### config.mk
export PLATFORM = sky130hd
export DESIGN_NAME = hazard_sequencer
export DESIGN_NICKNAME = d
export VERILOG_FILES = /design/src/rtl/hazard_sequencer_pkg.sv /design/src/rtl/hazard_sequencer_fwd_select.sv /design/src/rtl/hazard_sequencer.sv
export SDC_FILE = /design/constraint.sdc
export NUM_CORES = 1
export LEC_CHECK = 0
export ABC_AREA = 1
export BUFFER_PORTS_ARGS = -buffer_cell sky130_fd_sc_hd__buf_2
export CORE_ASPECT_RATIO = 1.5
export CORE_MARGIN = 3
export CORE_UTILIZATION = 55
export DETAILED_ROUTE_END_ITERATION = 8
export PLACE_DENSITY = 0.82
export SYNTH_ARGS = -nofsm -noshare
export SYNTH_HDL_FRONTEND = slang
export SYNTH_SLANG_ARGS = --single-unit
### constraint.sdc
create_clock -name clk -period 2.82 [get_ports clk]
set_input_delay 0.564 -clock clk [delete_from_list [all_inputs] [get_ports clk]]
set_output_delay 0.564 -clock clk [all_outputs]
set_load 0.1 [all_outputs]
### src/rtl/hazard_sequencer_pkg.sv
// Shared definitions for the hazard sequencer: control-field bit indices,
// forwarding select encodings, sequencer state codes and the forwarding priority helper.
// No logic or state of its own; it has no flow control.
package hazard_sequencer_pkg;

   // Bit positions inside the decoded control bundles
   localparam int WB_REGWRITE = 1;
   localparam int WB_MEMTOREG = 0;
   localparam int M_BRANCH    = 2;
   localparam int M_MEMREAD   = 1;
   localparam int M_MEMWRITE  = 0;

   // EX operand select encodings
   localparam logic [1:0] FWD_REG   = 2'b00;
   localparam logic [1:0] FWD_EXMEM = 2'b10;
   localparam logic [1:0] FWD_MEMWB = 2'b01;

   typedef enum logic [1:0] {
      ST_RUN    = 2'd0,
      ST_DRAIN  = 2'd1,
      ST_HALTED = 2'd2
   } seq_state_t;

   // The younger producer (EX/MEM) holds the newest value, so it wins over MEM/WB
   function automatic logic [1:0] fwd_pick(input logic exmem_hit, input logic memwb_hit);
      if (exmem_hit) return FWD_EXMEM;
      if (memwb_hit) return FWD_MEMWB;
      return FWD_REG;
   endfunction

endpackage

### src/rtl/hazard_sequencer_fwd_select.sv
// Purpose: EX operand forwarding selects from the ID/EX sources against the EX/MEM and MEM/WB producers.
// Latency: purely combinational, zero cycles.
// Backpressure: none; it only compares shadow fields.
module hazard_sequencer_fwd_select
   import hazard_sequencer_pkg::*;
#(
   parameter int REG_W = 5
) (
   input  logic [REG_W-1:0] idex_rs,
   input  logic [REG_W-1:0] idex_rt,
   input  logic [REG_W-1:0] exmem_dest,
   input  logic             exmem_regwrite,
   input  logic [REG_W-1:0] memwb_dest,
   input  logic             memwb_regwrite,
   output logic [1:0]       fwd_a,
   output logic [1:0]       fwd_b
);

   logic exmem_live;
   logic memwb_live;

   // Register 0 is hardwired, so a producer targeting it never forwards
   assign exmem_live = exmem_regwrite && (exmem_dest != '0);
   assign memwb_live = memwb_regwrite && (memwb_dest != '0);

   assign fwd_a = fwd_pick(exmem_live && (exmem_dest == idex_rs),
                           memwb_live && (memwb_dest == idex_rs));
   assign fwd_b = fwd_pick(exmem_live && (exmem_dest == idex_rt),
                           memwb_live && (memwb_dest == idex_rt));

endmodule

### src/rtl/hazard_sequencer.sv
// Purpose: hazard detection, stall/flush sequencing, EX forwarding and host halt/drain for the 5-stage core.
// Latency: control outputs are combinational from state, shadows and ID inputs (zero cycles).
// Backpressure: a stall holds PC and IF/ID for one cycle and bubbles ID/EX; DRAIN/HALTED freeze fetch.
// Option macro HAZARD_FORWARDING_EN: forwarding with load-use-only stalls; otherwise stall on any RAW match.
module hazard_sequencer
   import hazard_sequencer_pkg::*;
#(
   parameter int REG_W     = 5,
   parameter int CNT_W     = 16,
   parameter int DRAIN_CYC = 4
) (
   input  logic             clk,
   input  logic             reset,
   input  logic [REG_W-1:0] id_rs,
   input  logic [REG_W-1:0] id_rt,
   input  logic             id_uses_rt,
   input  logic [REG_W-1:0] id_dest,
   input  logic [1:0]       id_wb,
   input  logic [2:0]       id_m,
   input  logic             ex_branch_taken,
   input  logic             halt_req,
   input  logic             resume,
   output logic             pc_write,
   output logic             ifid_write,
   output logic             ifid_flush,
   output logic             idex_flush,
   output logic [1:0]       fwd_a,
   output logic [1:0]       fwd_b,
   output logic             halted,
   output logic [CNT_W-1:0] stall_cycles
);

   localparam int DCNT_W = (DRAIN_CYC > 1) ? $clog2(DRAIN_CYC) : 1;
   localparam logic [DCNT_W-1:0] DRAIN_INIT = DCNT_W'(DRAIN_CYC - 1);

   seq_state_t         state;
   logic [DCNT_W-1:0]  drain_cnt;
   logic               halt_pend;

   // Hazard shadows of the datapath pipeline registers
   logic [REG_W-1:0]   idex_dest, idex_rs, idex_rt;
   logic               idex_regwrite, idex_memread;
   logic [REG_W-1:0]   exmem_dest, memwb_dest;
   logic               exmem_regwrite, memwb_regwrite;

   logic               idex_hit;
   logic               hazard;
   logic               stall_now;
   logic [1:0]         fwd_a_raw, fwd_b_raw;

   // ID sources against the ID/EX producer; rt only matters when the instruction reads it
   assign idex_hit = idex_regwrite && (idex_dest != '0) &&
                     ((id_rs == idex_dest) || (id_uses_rt && (id_rt == idex_dest)));

`ifdef HAZARD_FORWARDING_EN
   // Everything but a load result can be forwarded, so only load-use stalls
   assign hazard = idex_memread && idex_hit;

   hazard_sequencer_fwd_select #(.REG_W(REG_W)) u_fwd_select (
      .idex_rs        (idex_rs),
      .idex_rt        (idex_rt),
      .exmem_dest     (exmem_dest),
      .exmem_regwrite (exmem_regwrite),
      .memwb_dest     (memwb_dest),
      .memwb_regwrite (memwb_regwrite),
      .fwd_a          (fwd_a_raw),
      .fwd_b          (fwd_b_raw)
   );
`else
   logic exmem_hit;
   logic unused_nofwd;

   // Without forwarding the consumer waits until its producer reaches MEM/WB
   assign exmem_hit = exmem_regwrite && (exmem_dest != '0) &&
                      ((id_rs == exmem_dest) || (id_uses_rt && (id_rt == exmem_dest)));
   assign hazard    = idex_hit || exmem_hit;
   assign fwd_a_raw = FWD_REG;
   assign fwd_b_raw = FWD_REG;
   assign unused_nofwd = ^{idex_rs, idex_rt, idex_memread, memwb_dest, memwb_regwrite};
`endif

   logic unused_ctl;
   assign unused_ctl = ^{id_wb[WB_MEMTOREG], id_m[M_BRANCH], id_m[M_MEMWRITE]};

   // Pipeline control: reset and frozen states first, then taken branch over stall
   always_comb begin
      pc_write   = 1'b1;
      ifid_write = 1'b1;
      ifid_flush = 1'b0;
      idex_flush = 1'b0;
      halted     = 1'b0;
      stall_now  = 1'b0;
      if (reset) begin
         pc_write   = 1'b0;
         ifid_write = 1'b0;
         ifid_flush = 1'b1;
         idex_flush = 1'b1;
      end else begin
         case (state)
            ST_RUN: begin
               if (ex_branch_taken) begin
                  ifid_flush = 1'b1;
                  idex_flush = 1'b1;
               end else if (hazard) begin
                  pc_write   = 1'b0;
                  ifid_write = 1'b0;
                  idex_flush = 1'b1;
                  stall_now  = 1'b1;
               end
            end
            ST_DRAIN: begin
               pc_write   = 1'b0;
               ifid_flush = 1'b1;
               idex_flush = 1'b1;
            end
            default: begin
               pc_write   = 1'b0;
               ifid_write = 1'b0;
               ifid_flush = 1'b1;
               idex_flush = 1'b1;
               halted     = (state == ST_HALTED);
            end
         endcase
      end
   end

   assign fwd_a = reset ? FWD_REG : fwd_a_raw;
   assign fwd_b = reset ? FWD_REG : fwd_b_raw;

   // Run/drain/halt sequencing; a halt blocked by a taken branch drains on the next cycle
   always_ff @(posedge clk) begin
      if (reset) begin
         state     <= ST_RUN;
         drain_cnt <= '0;
         halt_pend <= 1'b0;
      end else begin
         case (state)
            ST_RUN: begin
               if (halt_pend || (halt_req && !ex_branch_taken)) begin
                  state     <= ST_DRAIN;
                  drain_cnt <= DRAIN_INIT;
                  halt_pend <= 1'b0;
               end else if (halt_req) begin
                  halt_pend <= 1'b1;
               end
            end
            ST_DRAIN: begin
               if (drain_cnt == '0) state <= ST_HALTED;
               else                 drain_cnt <= drain_cnt - 1'b1;
            end
            ST_HALTED: begin
               if (resume) state <= ST_RUN;
            end
            default: state <= ST_RUN;
         endcase
      end
   end

   // Shadow advance; a flushed ID/EX slot becomes an all-zero bubble
   always_ff @(posedge clk) begin
      if (reset) begin
         idex_dest      <= '0;
         idex_rs        <= '0;
         idex_rt        <= '0;
         idex_regwrite  <= 1'b0;
         idex_memread   <= 1'b0;
         exmem_dest     <= '0;
         exmem_regwrite <= 1'b0;
         memwb_dest     <= '0;
         memwb_regwrite <= 1'b0;
      end else begin
         idex_dest      <= idex_flush ? '0   : id_dest;
         idex_rs        <= idex_flush ? '0   : id_rs;
         idex_rt        <= idex_flush ? '0   : id_rt;
         idex_regwrite  <= idex_flush ? 1'b0 : id_wb[WB_REGWRITE];
         idex_memread   <= idex_flush ? 1'b0 : id_m[M_MEMREAD];
         exmem_dest     <= idex_dest;
         exmem_regwrite <= idex_regwrite;
         memwb_dest     <= exmem_dest;
         memwb_regwrite <= exmem_regwrite;
      end
   end

   // Saturating count of stall cycles actually taken
   always_ff @(posedge clk) begin
      if (reset)                                  stall_cycles <= '0;
      else if (stall_now && (stall_cycles != '1)) stall_cycles <= stall_cycles + CNT_W'(1);
   end

endmodule
---- Word-level counts from Yosys, hierarchy flattened ----
Cells that the tools add are included.
storage, ports and cells
  input bits .............................. 26
  output and inout bits ................... 25
  flip-flop bits (word level) ............. 33
  logic and storage cells ................. 72
operators by class
  multiplexer cells ....................... 27
  eq/ne operators ......................... 11
  add/subtract/negate cells ............... 2
  reductions and logical operators ........ 24
operators by type and width
  cell                     count
  $eq A5 B5 Y1             4
  $mux W1                  19
  $add A16 B1 Y16 const B  1
  $ne A16 B16 Y1 const B   1
  $mux W2                  5
  $reduce_bool A5 Y1       2
  $logic_and A1 B1 Y1      8
  $ne A2 B2 Y1 const B     4
  $pmux W2 S3              1
  $reduce_and A3 Y1        2
  $logic_not A2 Y1         2
  $logic_or A1 B1 Y1       4
  $pmux W2 S2              1
  $reduce_bool A2 Y1       2
  $reduce_or A2 Y1         2
  $eq A2 B1 Y1 const B     1
  $eq A2 B2 Y1 const B     1
  $pmux W1 S2              1
  $reduce_and A2 Y1        1
  $sub A2 B1 Y2 const B    1
  $logic_not A1 Y1         1

---- Logic depth before layout (Yosys ltp) ----
Gate-level depths: netlist (run 1).
  word-level depth ........................ 10
  depth in mapped cells ................... 14
  depth with buffers taken out ............ 13

---- Worst setup path after synthesis (run 1) ----
Ideal clock, no wire load.
  kind .................................... input to output
  from .................................... input port id_rt[4]
  to ...................................... output port pc_write
  path slack .............................. -267 ps
  buffers on the path ..................... 1
  data required time ...................... 2256 ps
  cell stages on the path ................. 12
  arrival ................................. 2523 ps
  cell sequence ........................... inv_1 > nand2_1 > nand2_1 > nor2_1 > nand3_1 > nand2_1 > nand2_1 > nand2_4 > buf_8 > nand2_1 > nand2_1 > nor2_1
between the ends
  word-level cells in the longest chain between the ends .. 9
  elaborated cells on any way between the ends .. 13
  those cells by class .................... eq/ne (2); mux (4); reduce/logical (7)
RTL lines
  item                                           RTL line                                        source
  from (decl)                                    hazard_sequencer.sv:15                          input logic [REG_W-1:0] id_rt,
  $eq A5 B5 Y1, on equally long branches         hazard_sequencer.sv:53, hazard_sequencer.sv:75
  $logic_and A1 B1 Y1, on equally long branches  hazard_sequencer.sv:53, hazard_sequencer.sv:75
  $logic_or A1 B1 Y1, on equally long branches   hazard_sequencer.sv:53, hazard_sequencer.sv:75
  $logic_and A1 B1 Y1, on equally long branches  hazard_sequencer.sv:52, hazard_sequencer.sv:74
  $logic_or A1 B1 Y1 *                           hazard_sequencer.sv:76                          assign hazard = idex_hit || exmem_hit;
  $mux W1 *                                      hazard_sequencer.sv:104                         end else if (hazard) begin
  $mux W1 *                                      hazard_sequencer.sv:101                         if (ex_branch_taken) begin
  $mux W1 *                                      hazard_sequencer.sv:99                          case (state)
  $mux W1 *                                      hazard_sequencer.sv:93                          if (reset) begin
  to (decl)                                      hazard_sequencer.sv:23                          output logic pc_write,
Mark *: on every way between the ends. The rest lies on a longest branch, timed or not.

---- Final worst setup path (run 1) ----
  from .................................... input port id_rt[0]
  to ...................................... output port idex_flush
between the ends
  word-level cells in the longest chain between the ends .. 9
  elaborated cells on any way between the ends .. 13
  those cells by class .................... eq/ne (2); mux (4); reduce/logical (7)
RTL lines
  item                                           RTL line                                        source
  $eq A5 B5 Y1, on equally long branches         hazard_sequencer.sv:53, hazard_sequencer.sv:75
  $logic_and A1 B1 Y1, on equally long branches  hazard_sequencer.sv:53, hazard_sequencer.sv:75
  $logic_or A1 B1 Y1, on equally long branches   hazard_sequencer.sv:53, hazard_sequencer.sv:75
  $logic_and A1 B1 Y1, on equally long branches  hazard_sequencer.sv:52, hazard_sequencer.sv:74
  $logic_or A1 B1 Y1 *                           hazard_sequencer.sv:76
  $mux W1 *                                      hazard_sequencer.sv:104
  $mux W1 *                                      hazard_sequencer.sv:101
  $mux W1 *                                      hazard_sequencer.sv:99
  $mux W1 *                                      hazard_sequencer.sv:93
  to (decl)                                      hazard_sequencer.sv:26                          output logic idex_flush,
Marks and branches as above.

==> metrics.md, run 1 <==
| Metric | Value |
|---|---|
| RSZ-0062 raised after global routing | false |
| CP endpoint kind | primary output |
| Post-synth EDFFs | 0 |
| CTS tree | built |
| Iteration-0 DRC Markers | between 40 and 50 |
| Req. time, crit path | around 2.3 ns |
| Die Y-Extent | between 70 and 80 µm |
| Clock transition at path regs | 0.07 ns |
| Die Width | 55.08 µm |
| Fmax | 0.4092 GHz |
| Hold-fix buffers at CTS | 0 |
| Final core occ | 68.25% |
| Critical path's top delay family | simple AND/OR/NAND/NOR gates |
| Worst-Skew Late Latency | 0.28 ns |
| R2R Path Start | stall_cycles[0]$_SDFFE_PP0P_ |
| PwrDens | 479.5 nW/µm² |
| R2R setup slack | ~1.1 ns |
| Number of cells on the critical path | 11 |
| Layout cells sized above 1 | 20.59% |
| Netlist Area Pre-Place | 1987 µm² |
| # Post-CTS Setup Buffers | 0 |
| Final WS setup | 0.3764 ns |
| Slowest CP cell | or2_1 |
| Vias per std cell | 4.832 |
| Slowest stage delay, CP | 0.33 ns |
| I/O pin total | slightly above 50 |
| Met2 usage | around 40% |
| Die ar. | 4385 µm² |
| Crit path cell chain | buf_2 -> inv_1 -> nand2_1 -> nand2_1 -> nor2_1 -> nand3_1 -> nand2_1 -> nand2_2 -> nand2_4 -> or2_1 -> buf_12 |
| Nets | 401 |
| Finished Cell Area | 2354 µm² |
| Overall power | 1.129 mW |
| Synth Flop Type | dfxtp_1 |
| Antenna Nets Post-Route | 0 |
| Placer congestion estimate | 0.8230 |
| Crit path buf inv count | 3 |
| Site Rows | 26 |
| First-pass GRT wire length | 7100 µm |
| Register area | about 660 µm² |
| Reg2reg path depth | 11 |
| CP arrival | between 1.5 and 2 ns |
| Total global-route track usage | 21.91% |
| Post-synth ARST share | 0% |
| Initial antenna violation count | 0 |
| Clk sinks | 33 |
| Worst setup SP type | input pin |
| Synth top area share | about 33% |
| N_diodes | 0 |
| RR Endpoint | stall_cycles[1]$_SDFFE_PP0P_ |
| Core area | 3448 µm² |
| Maximum clock path buffer count | 2 |
| Max-Cap Viols | 0 |
| Met1 Usage GRT | 21.99% |
| Minimum clock period | 2.444 ns |
| Via total after detailed routing | 2010 |
| Multi-input gate area | 1021 µm² |
| Setup crit end | idex_flush |
| Initial core utilization | ~58% |
| Gates resized, CTS repair | 0 |
| CTS H-tree lvls | 2 |
| VDD IR max | 423.7 µV |
| Largest net degree at the start of global routing | 18 |
| Final hold vios | 0 |
| Yosys reg bits | 33 |
| Ranking of synthesized cells by area | dfxtp_1, nand2_1, nor2_1, inv_1, nand3_1 |
| Port Buffers | between 40 and 50 |
| Setup TNS | 0 ns |
| Leak | about 1.3 nW |
| Avg WL per Cell | 10.59 µm |
| Most used cell, CP | nand2_1 |
| Crit path max fanout | 7 |
| Setup Crit Path Kind | in -> out |
| GRT busiest layer | met2 |
| Status | complete, no violations |
| Skew final | 0.003507 ns |
| Total grt overflow | 0 |
| HPWL Detailed | ~3500 µm |
| DP Area | 2252 µm² |
| Met3 usage | approximately 5.4% |
| Avg Cell Area, Syn | 6.058 µm² |
| Number of fill cells | 336 |
| Pre-CTS setup slack | 0.3585 ns |
| Residual DRC | 0 |
| Clock root cell | clkbuf_8 |
| Final Slew Violations | 0 |
| Final wirelength | 4407 µm |
| Path type of the worst min-delay path | reg -> reg |
| Register area share after synthesis | 33.25% |
| Number of global-route vias before repair | 1796 |
| Post-synthesis cell count | 328 |
| Length of the first detailed-routing pass in iterations | 4 |
| Synth warn | 0 |
| Final setup viols | 0 |
| Num CTS Buffers | 5 |
| Final period util | between 80 and 90% |
| Distinct cells, synth | 27 |
| Leading area contributor after synthesis | dfxtp_1 |
| Setup crit start | id_rt[0] |
| Area Growth Syn to Fin | 18.45% |
## power by group
part           internal [mW]  switching (mW)  total [mW]
combinational         0.0732           0.167       0.240
sequential             0.483          0.0130       0.496
clock                  0.220           0.172       0.392
total                  0.777           0.352        1.13
## cells by family after synthesis
| group | Yosys count | synth area share, % |
|---|---|---|
| AOI/OAI and AO/OA | 12 | 3.275 |
| xor gates and xnor gates | 2 | 0.8818 |
| adders and majority gates | 2 | 1.259 |
| buffers and inverters | 72 | 16.06 |
| DFF | 33 | 33.25 |
| other | 1 | 0.1887 |
| and+or+nand+nor | 206 | 45.09 |
## worst min-delay path by stage
stage	from	to	cells past startpoint
after global routing	idex_regwrite$_SDFF_PP0_	exmem_regwrite$_SDFF_PP0_	2
final	idex_regwrite$_SDFF_PP0_	exmem_regwrite$_SDFF_PP0_	2
after global placement	idex_regwrite$_SDFF_PP0_	exmem_regwrite$_SDFF_PP0_	2
after floorplan	idex_regwrite$_SDFF_PP0_	exmem_regwrite$_SDFF_PP0_	2
after detailed placement	idex_regwrite$_SDFF_PP0_	exmem_regwrite$_SDFF_PP0_	2
after CTS	idex_regwrite$_SDFF_PP0_	exmem_regwrite$_SDFF_PP0_	2
## per-stage QoR
| stage | hold slack (ns) | instances |
|---|---|---|
| floorplan | 0.4016 | 331 |
| global placement | 0.4101 | 408 |
| detailed placement | 0.4278 | 408 |
| CTS | 0.4387 | 416 |
| global route | 0.4692 | 416 |
| finish | 0.4356 | 416 |
## synthesized netlist by cell type (2+ instances only)
master / instances
xnor2_1: 2
o21ai_0: 4
buf_6: 2
inv_1: 53
nand4_1: 7
inv_2: 7
nor2_1: 64
nand2_4: 2
buf_4: 5
ha_1: 2
a21oi_1: 3
o21ai_1: 2
nor2_2: 3
nand3_1: 18
nand2_1: 98
dfxtp_1: 33
nor3_1: 4
nand3_2: 8
buf_2: 3
## cells in the final DEF (no fill, tap or decap)
| cell | synthesis | layout |
|---|---|---|
| a211oi_1 | 1 | 1 |
| a21oi_1 | 3 | 3 |
| a31oi_1 | 1 | 1 |
| buf_12 | 0 | 3 |
| buf_2 | 3 | 39 |
| buf_4 | 5 | 5 |
| clkbuf_8 | 0 | 7 |
| clkinv_2 | 0 | 1 |
| conb_1 | 1 | 4 |
| dfxtp_1 | 33 | 33 |
| ha_1 | 2 | 2 |
| inv_1 | 53 | 53 |
| inv_2 | 7 | 7 |
| nand2_1 | 98 | 98 |
| nand2_2 | 1 | 1 |
| nand2_4 | 2 | 2 |
| nand3_1 | 18 | 18 |
| nand3_2 | 8 | 8 |
| nand4_1 | 7 | 7 |
| nor2_1 | 64 | 63 |
| nor2_2 | 3 | 4 |
| nor3_1 | 4 | 4 |
| o21ai_0 | 4 | 4 |
| o21ai_1 | 2 | 2 |
| o22ai_1 | 1 | 1 |
| or2_1 | 1 | 1 |
| xnor2_1 | 2 | 2 |
## cell type report
cell class              instances  share of cell area [%]
well taps                      42                   2.233
clock buffers                   7                   4.094
multi-input cells             226                   43.38
inverters                      60                   9.569
repair buffers                 47                   12.44
clock inverters                 1                  0.2127
flip-flops and latches         33                   28.07
## worst min-delay path: cells and delay by family, from the launching register on
family,cells,cell delay [ns]
flops,1,0.32
simple gates,1,0.03
buf+inv,1,0.05
## metal layers
metal | part of all wire (%) | up-vias | wire length, µm
met5 | 0 | - | 0
met4 | 1.8 | 0 | 81
met3 | 4.3 | 8 | 191
met2 | 54 | 36 | 2372
met1 | 40 | 899 | 1762
li1 | - | 1067 | -
## flip-flops by register name, summed over array words and instances, names as in the netlist
signal,count
drain_cnt,2
exmem_dest,5
exmem_regwrite,1
halt_pend,1
idex_dest,5
idex_regwrite,1
stall_cycles,16
state,2
No activity file was read; power rests on OpenSTA's default activity.
==> run 2, diff against run 1 <==
--- a/config.mk
+++ b/config.mk
@@ -7,6 +7,7 @@
 export LEC_CHECK = 0
 export ABC_AREA = 1
 export BUFFER_PORTS_ARGS = -buffer_cell sky130_fd_sc_hd__buf_2
+export CAP_MARGIN = 30
 export CORE_ASPECT_RATIO = 1.5
 export CORE_MARGIN = 3
 export CORE_UTILIZATION = 55
==> constraint.sdc (replaced) <==
create_clock -name clk -period 3.13 [get_ports clk]
set_input_delay 0.626 -clock clk [delete_from_list [all_inputs] [get_ports clk]]
set_output_delay 0.626 -clock clk [all_outputs]
set_load 0.1 [all_outputs]
==> run 2 against run 1 <==
Effect of this change: cell count is 0.24% higher; wire length decreased by 0.57%; via count grew 0.20%; highest routed layer unchanged; clock power decreased by 21%; sequential power decreased by 9.9%; first-iteration DRC count fell by 31%; critical endpoint is now ifid_write; sequential cell count unchanged; clock-buffer cell count fell by 1; non-clock buffer count up 1; register-to-register slack better by 0.28 ns; worst setup slack better by 0.10 ns.
==> metrics.md, run 2 (synthesis gave the netlist of run 1 again) <==
| Metric | Value |
|---|---|
| Number of global-route vias before repair | 1743 (-3.0%) |
| Placer congestion estimate | 0.8131 (-1.2%) |
| Antenna Nets Post-Route | 0 (unchanged) |
| Iteration-0 DRC Markers | 33 (-31%) |
| Core area | 3448 µm² (unchanged) |
| Setup TNS | 0 ns (unchanged) |
| RR Endpoint | stall_cycles[1]$_SDFFE_PP0P_ |
| Fmax | 0.3775 GHz |
| Min-delay src | idex_regwrite$_SDFF_PP0_ |
| Minimum clock period | 2.649 ns |
| Initial antenna violation count | 0 (unchanged) |
| Port Buffers | 42 (unchanged) |
| Vias per std cell | 4.830 (about the same) |
| Area Growth Syn to Fin | 15.62% |
| WHS | 0.4307 ns (-0.004919 ns) |
| Initial core utilization | 57.62% (unchanged) |
| Max-Cap Viols | 0 (unchanged) |
| Most used cell, CP | nand2_1 |
| Largest net degree at the start of global routing | 18 (unchanged) |
| Slowest CP cell | buf_2 |
| PwrDens | 416.6 nW/µm² (-13%) |
| RSZ-0062 raised after global routing | false |
| Length of the first detailed-routing pass in iterations | 4 (unchanged) |
| Setup Crit Path Kind | in -> out |
| Final hold vios | 0 (unchanged) |
| Number of fill cells | 333 (-0.89%) |
| First-pass GRT wire length | 7134 µm (+0.48%) |
| Hold-fix buffers at CTS | 0 (unchanged) |
| R2R Path Start | stall_cycles[0]$_SDFFE_PP0P_ |
| Die Y-Extent | 79.62 µm (unchanged) |
| CTS tree | built |
| CTS H-tree lvls | 2 (unchanged) |
| R2R setup slack | 1.37 ns (+0.28 ns) |
| Nets | 402 (+0.25%) |
| Crit path buf inv count | 4 (+1) |
| CP endpoint kind | primary output |
| Site Rows | 26 (unchanged) |
| Req. time, crit path | 2.50 ns (+0.24 ns) |
| Avg WL per Cell | 10.51 µm (-0.81%) |
| Reg2reg path depth | 11 (unchanged) |
| Path type of the worst min-delay path | reg -> reg |
| Via total after detailed routing | 2014 (+0.20%) |
| CP arrival | 2.02 ns (+0.14 ns) |
| Hold Path End | exmem_regwrite$_SDFF_PP0_ |
| Status | complete, no violations |
| Final period util | 84.62% |
| Die Width | 55.08 µm (unchanged) |
| WHS Path Cells | 2 (unchanged) |
| Top reg by flops | stall_cycles |
| Skew final | 0.003546 ns (+0.00003908 ns) |
| Clock transition at path regs | 0.07 ns (about the same) |
| I/O pin total | 51 (unchanged) |
| VDD IR max | 485.8 µV (+15%) |
| Total grt overflow | 0 (unchanged) |
| Leak | 1.259 nW (-1.7%) |
| Most frequent cells in the layout | nand2_1, nor2_1, inv_1, buf_2, dfxtp_1 |
| Final wirelength | 4382 µm (-0.57%) |
| HPWL Detailed | 3389 µm (-3.0%) |
| N_diodes | 0 (unchanged) |
| Final setup viols | 0 (unchanged) |
| Slowest stage delay, CP | 0.42 ns (+0.09 ns) |
| # Post-CTS Setup Buffers | 0 (unchanged) |
| Clock root cell | clkbuf_8 |
| Most common cell after layout, fill and taps aside | nand2_1 |
| Die ar. | 4385 µm² (unchanged) |
| Crit path cell chain | buf_2 -> inv_1 -> nand2_1 -> nand2_1 -> nor2_1 -> nand3_1 -> nand2_1 -> nand2_2 -> nand2_4 -> nand2_1 -> nand2_1 -> nand2_1 -> nand2_1 -> inv_1 -> buf_2 |
| Gates resized, CTS repair | 0 (unchanged) |
| Total global-route track usage | 21.77% (-0.14 points) |
| Worst setup SP type | input pin |
| Clk sinks | 33 (unchanged) |
| Num CTS Buffers | 5 (unchanged) |
| Final Slew Violations | 0 (unchanged) |
| Worst-Skew Late Latency | 0.28 ns (about the same) |
| Critical path's top delay family | simple AND/OR/NAND/NOR gates |
| Regs by FF count | stall_cycles x16, exmem_dest x5, idex_dest x5 |
| Crit path max fanout | 7 (unchanged) |
| Layout cells sized above 1 | 20.53% (-0.055 points) |
| Residual DRC | 0 (unchanged) |
| Max reg flops | 16 (unchanged) |
| Maximum clock path buffer count | 2 (unchanged) |
run 2: cell types whose count changed in the layout (fill, tap and decap cells not counted):
cell,before,now
buf_4,5,6
clkbuf_1,0,1
buf_2,39,42
clkinv_2,1,2
clkbuf_8,7,5
buf_12,3,0
run 2: through the flow:
stage               util [%]  instances  power (mW)  area [µm²]  worst slack [ns]
finish                 66.62        417      0.9570        2297            0.4813
global route           66.62        417       1.005        2297            0.3378
CTS                    66.62        417      0.9678        2297            0.4738
detailed placement     64.22        409      0.6570        2215            0.4819
global placement       64.22        409      0.6533        2215            0.4917
floorplan                  -        331      0.6157        2001            0.2396
run 2: layer usage:
layer	vias to the layer above	share of wire, %	global-route usage, %
li1	1070	-	-
met1	894	42	22.72
met2	42	51	39.81
met3	8	5.1	4.299
met4	0	1.8	9.002
met5	-	0	0
run 2: worst reg2reg max path, stage by stage (launching register included):
cell and delay, ns:
dfxtp_1 0.39, ha_1 0.21, nand2_1 0.10, nor2_2 0.19, nand4_1 0.13, nor2_1 0.12, nor2_1 0.06, buf_4 0.18
nand2_4 0.09, inv_2 0.05, nor2_1 0.08, nor2_1 0.05
run 2: area by class of cell:
type | count | area (µm²) | share of cell area (%)
Tap cell | 42 | 52.55 | 2.288
Clock inverter | 2 | 10.01 | 0.4357
Multi-Input combinational cell | 226 | 1021 | 44.44
Inverter | 60 | 225.2 | 9.804
Timing Repair Buffer | 48 | 255.2 | 11.11
Sequential cell | 33 | 660.6 | 28.76
Clock buffer | 6 | 72.57 | 3.159
run 2: how the worst max path moves through the flow:
stage,slack (ns),cells past startpoint,to,start
final,0.48,15,ifid_write,id_rt[0]
after global placement,0.49,15,ifid_write,id_rt[1]
after CTS,0.47,15,ifid_write,id_rt[0]
after floorplan,0.24,3,halted,reset
after detailed placement,0.48,15,ifid_write,id_rt[0]
after global routing,0.34,15,ifid_write,id_rs[1]
run 2: power breakdown:
group / total [mW] / leakage (nW) / switching (mW) / internal [mW]
Clock: 0.310 / 0.0450 / 0.156 / 0.154
Sequential: 0.447 / 0.268 / 0.0115 / 0.435
Combinational: 0.200 / 0.946 / 0.147 / 0.0531
Total: 0.957 / 1.26 / 0.315 / 0.642
==> run 3, diff against run 2 <==
--- a/config.mk
+++ b/config.mk
@@ -10,9 +10,9 @@
 export CAP_MARGIN = 30
 export CORE_ASPECT_RATIO = 1.5
 export CORE_MARGIN = 3
-export CORE_UTILIZATION = 55
+export CORE_UTILIZATION = 53
 export DETAILED_ROUTE_END_ITERATION = 8
-export PLACE_DENSITY = 0.82
+export PLACE_DENSITY = 0.8
 export SYNTH_ARGS = -nofsm -noshare
 export SYNTH_HDL_FRONTEND = slang
 export SYNTH_SLANG_ARGS = --single-unit
==> constraint.sdc (replaced) <==
create_clock -name clk -period 2.5 [get_ports clk]
set_input_delay 0.5 -clock clk [delete_from_list [all_inputs] [get_ports clk]]
set_output_delay 0.5 -clock clk [all_outputs]
set_load 0.1 [all_outputs]
==> run 3 against run 2 <==
Effect of this change: via count down 1.7%; total power up 27%; worst setup slack worse by 0.24 ns; clock skew up 0.0035 ns; register-to-register slack worse by 0.59 ns; critical path type is now reg -> out; sequential power up 25%; sequential cell count unchanged.
==> metrics.md, run 3 (synthesis gave the netlist of run 1 again) <==
| Metric | Value |
|---|---|
| Hold Path End | idex_dest[4]$_SDFF_PP0_ |
| Port Buffers | 42 (unchanged) |
| Most common cell after layout, fill and taps aside | nand2_1 |
| HPWL Detailed | 3330 µm (-1.8%) |
| Regs by FF count | stall_cycles x16, exmem_dest x5, idex_dest x5 |
| Leak | 1.270 nW (+0.86%) |
| Final period util | between 90% and 100% |
| Antenna Nets Post-Route | 0 (unchanged) |
| Initial antenna violation count | 0 (unchanged) |
| VDD IR max | 399.8 µV (-18%) |
| Layout cells sized above 1 | 20.86% (+0.32 points) |
| Die Y-Extent | 80.99 µm (+1.7%) |
| Final setup viols | 0 (unchanged) |
| Avg WL per Cell | 10.05 µm (-4.4%) |
| Slowest stage delay, CP | 0.37 ns (-0.05 ns) |
| Cells after DPL | 408 (-0.24%) |
| Total grt overflow | 0 (unchanged) |
| Maximum clock path buffer count | 2 (unchanged) |
| # Post-CTS Setup Buffers | 0 (unchanged) |
| First-pass GRT wire length | 7403 µm (+3.8%) |
| Worst setup SP type | flop |
| Final hold vios | 0 (unchanged) |
| PwrDens | 519.3 nW/µm² (+25%) |
| DP Area | 2255 µm² (+1.8%) |
| Clock root cell | clkbuf_8 |
| Initial core utilization | 56.55% (-1.1 points) |
| Most frequent cells in the layout | nand2_1, nor2_1, inv_1, buf_2, dfxtp_1 |
| Setup crit start | idex_dest[3]$_SDFF_PP0_ |
| Num CTS Buffers | 5 (unchanged) |
| Crit path cell chain | inv_2 -> nand2_1 -> nand2_1 -> nor2_1 -> nand3_1 -> nand2_1 -> nand2_1 -> nand2_4 -> nand2_1 -> nand2_1 -> nand2_1 -> nand2_1 -> inv_1 -> buf_12 |
| R2R Path Start | stall_cycles[0]$_SDFFE_PP0P_ |
| Number of global-route vias before repair | 1799 (+3.2%) |
| Final Slew Violations | 0 (unchanged) |
| Hold-fix buffers at CTS | 0 (unchanged) |
| Clk sinks | 33 (unchanged) |
| Overall power | 1.216 mW (+27%) |
| Core area | 3513 µm² (+1.9%) |
| Iteration-0 DRC Markers | 70 (+110%) |
| Top reg by flops | stall_cycles |
| WHS Path Cells | 3 (+1) |
| Site Rows | 26 (unchanged) |
| CTS tree | built |
| Setup TNS | 0 ns (unchanged) |
| Final wirelength | 4179 µm (-4.6%) |
| Placer congestion estimate | 0.8836 (+8.7%) |
| Status | complete, no violations |
| Die ar. | 4535 µm² (+3.4%) |
| Worst-Skew Late Latency | 0.28 ns (about the same) |
| Min-delay src | id_dest[4] |
| Reg2reg path depth | 12 (+1) |
| CP endpoint kind | primary output |
| Most used cell, CP | nand2_1 |
| N_diodes | 0 (unchanged) |
| Final core occ | 66.63% (about the same) |
| Largest net degree at the start of global routing | 21 (+3) |
| RR Endpoint | stall_cycles[5]$_SDFFE_PP0P_ |
| Skew final | 0.007060 ns (+0.003514 ns) |
| Via total after detailed routing | 1980 (-1.7%) |
| Gates resized, CTS repair | 0 (unchanged) |
| Max-Cap Viols | 0 (unchanged) |
| Post-route insts no fill | 416 (-0.24%) |
| Final WS setup | 0.2376 ns (-0.2437 ns) |
| Path type of the worst min-delay path | in -> reg |
| Nets | 401 (-0.25%) |
| Die Width | 55.99 µm (+1.7%) |
| Pre-CTS setup slack | 0.2945 ns (-0.1874 ns) |
| Crit path max fanout | 4 (-3) |
| Minimum clock period | between 2 and 2.5 ns |
| I/O pin total | 51 (unchanged) |
| Area Growth Syn to Fin | 17.82% |
| CTS H-tree lvls | 2 (unchanged) |
| WHS | 0.4238 ns (-0.006888 ns) |
| R2R setup slack | 0.78 ns (-0.59 ns) |
| RSZ-0062 raised after global routing | false |
| Max reg flops | 16 (unchanged) |
| Slowest CP cell | dfxtp_1 |
| Length of the first detailed-routing pass in iterations | 4 (unchanged) |
| Finished Cell Area | 2341 µm² (+1.9%) |
| Clock transition at path regs | 0.07 ns (about the same) |
| Vias per std cell | 4.760 (-1.5%) |
| Fmax | between 0.4 and 0.5 GHz |
| Total global-route track usage | 20.27% (-1.5 points) |
| Residual DRC | 0 (unchanged) |
| Req. time, crit path | 2.00 ns (-0.50 ns) |
| CP arrival | 1.76 ns (-0.26 ns) |
| Setup Crit Path Kind | reg -> out |
run 3: cell count changes in the layout (fill, tap and decap cells not counted):
cell / before / now
clkbuf_1: 1 / 0
nor2_1: 63 / 62
buf_12: 0 / 3
buf_4: 6 / 5
nor2_2: 4 / 5
buf_2: 42 / 39
clkinvlp_4: 0 / 1
run 3: report_power, final:
part,internal [mW],total (mW),switching (mW)
Combinational,0.0831,0.269,0.186
Sequential,0.545,0.559,0.0142
Clock,0.192,0.387,0.196
run 3: worst max path at each step:
stage                            end  slack, ns  depth (start not counted)
final                     ifid_write       0.24                         14
after global routing      ifid_write       0.03                         14
after CTS                 ifid_write       0.20                         14
after detailed placement  ifid_write       0.29                         15
after global placement    ifid_write       0.33                         15
after floorplan             pc_write     -0.002                         12
run 3: cell type report:
| type | instances | area, µm² |
|---|---|---|
| Timing Repair Buffer | 47 | 292.8 |
| Inverter | 60 | 225.2 |
| Clock buffer | 5 | 68.82 |
| Sequential cell | 33 | 660.6 |
| Multi-Input combinational cell | 226 | 1023 |
| Fill cell | 358 | 1172 |
| Tap cell | 42 | 52.55 |
| Clock inverter | 3 | 17.52 |
run 3: critical path, delay by kind of cell, from the launching register on:
family                 cells  cell delay (ns)
buffers and inverters      3             0.30
and+or+nand+nor           11             0.81
DFF                        1             0.37
run 3: metal layers:
metal	vias to the layer above	track usage [%]	share of wire (%)
met5	-	0	0
met4	0	9.501	1.9
met3	7	4.293	4.7
met2	38	38.29	53
met1	867	21.13	40
li1	1068	-	-
